--- src/rtl/systolic_matrix.sv ---
// systolic_matrix: 2x2 output-stationary systolic array, signed 8-bit operands,
// 32-bit wrapping accumulators. A ripples right, B ripples down, one PE per cycle.
module systolic_matrix (
    input  logic               clk,
    input  logic               reset,
    input  logic               push11,
    input  logic               pushedge,
    input  logic               push22,
    input  logic signed [7:0]  a1X,
    input  logic signed [7:0]  a2X,
    input  logic signed [7:0]  bX1,
    input  logic signed [7:0]  bX2,
    output logic signed [31:0] c11,
    output logic signed [31:0] c12,
    output logic signed [31:0] c21,
    output logic signed [31:0] c22
);

    localparam int unsigned OP_W   = 8;
    localparam int unsigned PROD_W = 16;
    localparam int unsigned ACC_W  = 32;

    // Pass-through registers that have a consumer inside the array. The
    // outward-facing pass-throughs of PE12/PE21/PE22 drive nothing in a 2x2
    // array, so they are not built.
    logic signed [OP_W-1:0]   a11_q, a11_d;
    logic signed [OP_W-1:0]   b11_q, b11_d;
    logic signed [OP_W-1:0]   a21_q, a21_d;
    logic signed [OP_W-1:0]   b12_q, b12_d;

    logic signed [ACC_W-1:0]  acc11_q, acc11_d;
    logic signed [ACC_W-1:0]  acc12_q, acc12_d;
    logic signed [ACC_W-1:0]  acc21_q, acc21_d;
    logic signed [ACC_W-1:0]  acc22_q, acc22_d;

    logic signed [PROD_W-1:0] prod11_c, prod12_c, prod21_c, prod22_c;

    // Per-PE products and next-state: push loads the product, otherwise accumulate.
    always_comb begin
        a11_d    = a1X;
        b11_d    = bX1;
        a21_d    = a2X;
        b12_d    = bX2;

        prod11_c = PROD_W'(a1X)   * PROD_W'(bX1);
        prod12_c = PROD_W'(a11_q) * PROD_W'(bX2);
        prod21_c = PROD_W'(a2X)   * PROD_W'(b11_q);
        prod22_c = PROD_W'(a21_q) * PROD_W'(b12_q);

        acc11_d  = acc11_q + ACC_W'(prod11_c);
        acc12_d  = acc12_q + ACC_W'(prod12_c);
        acc21_d  = acc21_q + ACC_W'(prod21_c);
        acc22_d  = acc22_q + ACC_W'(prod22_c);

        if (push11) begin
            acc11_d = ACC_W'(prod11_c);
        end
        if (pushedge) begin
            acc12_d = ACC_W'(prod12_c);
            acc21_d = ACC_W'(prod21_c);
        end
        if (push22) begin
            acc22_d = ACC_W'(prod22_c);
        end
    end

    // State registers; reset clears operands and partial sums.
    always_ff @(posedge clk or posedge reset) begin
        if (reset) begin
            a11_q   <= '0;
            b11_q   <= '0;
            a21_q   <= '0;
            b12_q   <= '0;
            acc11_q <= '0;
            acc12_q <= '0;
            acc21_q <= '0;
            acc22_q <= '0;
        end else begin
            a11_q   <= a11_d;
            b11_q   <= b11_d;
            a21_q   <= a21_d;
            b12_q   <= b12_d;
            acc11_q <= acc11_d;
            acc12_q <= acc12_d;
            acc21_q <= acc21_d;
            acc22_q <= acc22_d;
        end
    end

    assign c11 = acc11_q;
    assign c12 = acc12_q;
    assign c21 = acc21_q;
    assign c22 = acc22_q;

endmodule

--- config.mk ---
export PLATFORM = sky130hd
export DESIGN_NAME = systolic_matrix
export DESIGN_NICKNAME = d
export VERILOG_FILES = /design/src/rtl/systolic_matrix.sv
export SDC_FILE = /design/constraint.sdc
export NUM_CORES = 1
export LEC_CHECK = 0
export CAP_MARGIN = 5
export CELL_PAD_IN_SITES_DETAIL_PLACEMENT = 1
export CELL_PAD_IN_SITES_GLOBAL_PLACEMENT = 1
export CORE_AREA = 3 3 234 236
export DETAILED_ROUTE_END_ITERATION = 10
export DIE_AREA = 0 0 237 239
export HOLD_SLACK_MARGIN = 0.08
export PLACE_DENSITY = 0.75
export SLEW_MARGIN = 20
export SYNTH_ARGS = -nofsm -noshare
export SYNTH_HDL_FRONTEND = slang
export SYNTH_SLANG_ARGS = --single-unit
--- constraint.sdc ---
create_clock -name clk -period 8.9 [get_ports clk]
set_input_delay 0.89 -clock clk [delete_from_list [all_inputs] [get_ports clk]]
set_output_delay 0.89 -clock clk [all_outputs]
set_load 0.1 [all_outputs]
==> flow_summary.yaml <==
die:
  io-pin-count: 165
  num_rows: 84
  die_h_um: 239
  die_width_um: 237
  dieArea_sq_um: 56640
  start_util: 0.3990
  coreArea_sq_um: 52660
detailed_routing:
  wl_per_cell_um: 17.74
  drc: 0
  via_per_inst: 5.299
  wl_met2_mm: 29.20
  met1_length_mm: 23.53
  top_layer: "met5"
  wl_mm: 56.26
  met3_length_mm: 2.107
  vias: 16800
  dr.pass1.iters: 5
  drt_iter0_drc: 752
  ant_nets: 0
setup_path:
  endpoint_kind: "register"
  r2r_slack_ns: 1.16
  cp_max_fo: 17
  startpoint: "a21_q[5]"
  worstPathArrival_ns: 8.11
  critPathRequiredTime_ns: 9.27
  crit_path_start_kind: "register"
  timing.rr.start: "a21_q[5]"
  crit_top_cell: "inv_1"
  cpPeakStageDelay_ns: 0.57
  critPathKind: "register to register"
  cp_slowest_cell: "ha_1"
clock_network:
  cts_setup_buffers: 0
  cts.path.max_buffers: 2
  numCtsBuffers: 17
  ctsHtreeMaxLevel: 4
  cts_tree: "built"
  cts-root-buf: "clkbuf_16"
  ctsResizeCount: 0
  cts_hold_buf: 0
  cts_sinks: 160
  clk-insertion-delay-late_ns: 0.49
  clk_pin_slew_ns: 0.07
yosys:
  synth_top_cell_area_share: 0.2135
  synthXorXnorAreaFrac: 0.07165
  yosysSeqAreaShare: 0.1906
  ys_types: 74
  synth_edf_count: 0
  synth_mux_area_frac: 0.01090
  syn_area_per_cell_sq_um: 9.082
  yosys.area_share.adder: 0.3564
  synth_area_leader_cell: "fa_1"
  ys.flop_type: "dfrtp_1"
  synth_top_family_by_area: "adder cells"
  syn-instance-count: 2313
  yosys.area_share.simple: 0.1455
  synth_compound_gate_area_share: 0.1536
  synth_seq_cells: 160
  synthesis.nets: 2814
  synthTopCellsByArea: "fa_1 (21%), dfrtp_1 (19%), ha_1 (14%)"
  ys.warnings.count: 0
  synth-async-reset-ratio: 1.000
  synth_area_sq_um: 21010
sta:
  fin_crit_sh: 0.8701
  finalHoldViolCount: 0
  post-route-min-period_ns: 7.744
  timing.fmax_mhz: 129.1
  slew_viol_final: 0
  relSlewSlack: 0.2772
  hold_ws_ns: 0.6311
  fin_setup_tns_ns: 0
  fin_skew_ns: 0.01050
  rsz0062_at_grt: "no"
  setup_violations: 0
  worst_pin_slew_ns: 1.081
placed_design:
  dp_cells: 3138
  hpwl_mm: 45.43
  io_buffers: 164
  place_congestion: 0.8684
cells_and_area:
  layout-drive-gt1-share: 0.03104
  final-seq-area_sq_um: 4004
  final_core_util: 0.4556
  multi_input_area_sq_um: 15500
  fin_nets: 2970
  area_growth_pct: 14.21
  fillers: 6066
  stdcell_count: 3171
run_status:
  status: "complete, no violations"
global_routing:
  antenna_found_initial: 5
  gr-total-overflow: 0
  grtUsageTotal: 0.2073
  grt_pass1_wl_mm: 95.71
  grt_max_degree: 101
  grt_pass1_vias: 19030
hold_path:
  hold_class: "register to register"
  hold_start: "c21[31]"
job:
  max_cap_violations: 0
==> critical path, delay by kind of cell (launching register included) <==
family / cells / cell delay, ns
adders and majority gates: 6 / 2.96
xor gates and xnor gates: 1 / 0.49
AOI/OAI and AO/OA: 8 / 1.77
DFF: 1 / 0.49
and+or+nand+nor: 7 / 1.16
buffers and inverters: 5 / 0.71
==> metal layers <==
layer | GRT usage | up-vias
met2 | 0.3784 | 217
met3 | 0.04280 | 85
met5 | 0 | -
met4 | 0.06524 | 2
li1 | - | 7985
met1 | 0.2434 | 8514
==> synth_stat cells, types with 4 or more instances <==
| library cell | count |
|---|---|
| and2_1 | 177 |
| o211ai_1 | 13 |
| fa_1 | 224 |
| a21oi_1 | 118 |
| nand2b_1 | 16 |
| o31ai_1 | 12 |
| o21a_1 | 23 |
| nor4_1 | 6 |
| o21bai_1 | 18 |
| a31o_2 | 4 |
| nand2_1 | 165 |
| mux2i_1 | 6 |
| nor2b_1 | 37 |
| mux2_2 | 15 |
| a21o_1 | 76 |
| or3_1 | 10 |
| nor3_1 | 18 |
| o21ai_1 | 19 |
| and3_1 | 12 |
| nor3b_1 | 6 |
| nand3_1 | 23 |
| inv_1 | 362 |
| nor2_1 | 83 |
| a211oi_1 | 17 |
| clkbuf_1 | 31 |
| o22ai_1 | 4 |
| dfrtp_1 | 160 |
| a31oi_1 | 21 |
| xor2_1 | 64 |
| o21ai_0 | 145 |
| nand4_1 | 17 |
| ha_1 | 240 |
| xnor2_1 | 106 |
==> final cells by class <==
class,count,share of cell area
diodes,2,0.0002086
clock buffers,22,0.01977
clock inverters,9,0.003494
inverters,363,0.05711
multi-input cells,1756,0.6463
flip-flops and latches,160,0.1669
well taps,688,0.03588
repair buffers,171,0.07040
==> final timing paths <==
path,endpoint,cells after the start
worst max-delay path,c22[31],27
worst min-delay path,c21[31],3
worst max register to register,c22[31],27
worst min register to register,c21[31],3
max in group asynchronous,c11[19],3
min in group asynchronous,c12[5],2
==> through the flow <==
stage	setup slack, ns	cell area [sq um]
after detailed placement	0.8013	23430
after CTS	1.146	23980
after global placement	1.004	23430
final	1.156	23990
after floorplan	1.357	21010
after global routing	0.5002	23990
==> cell families (layout without fill, tap and decap cells) <==
| family | after synthesis | after routing |
|---|---|---|
| XOR/XNOR | 171 | 171 |
| multiplexers | 21 | 21 |
| AND/OR/NAND/NOR | 589 | 589 |
| buffers and inverters | 397 | 565 |
| other | 0 | 2 |
| flip-flops | 160 | 160 |
| AO/OA/AOI/OAI | 511 | 511 |
| adder cells (fa/ha/maj) | 464 | 464 |
==> sequential cells by signal, summed over array words and instances (netlist names) <==
name,cells
c22,32
a11_q,8
c12,32
b12_q,8
a21_q,8
c11,32
c21,32
b11_q,8
==> layout by cell type (no fill, tap or decap), drive strengths merged, types with 107 or more instances in the layout <==
cell           Yosys  routed
dfrtp            160     160
fa               224     224
o21ai            165     165
ha               240     240
nand2            166     166
clkdlybuf4s50      0     163
inv              362     363
xnor2            107     107
a21oi            118     118
and2             177     177
Power is not shown: default switching activity piles up to over one toggle a cycle in this logic, so the estimate is an artifact.
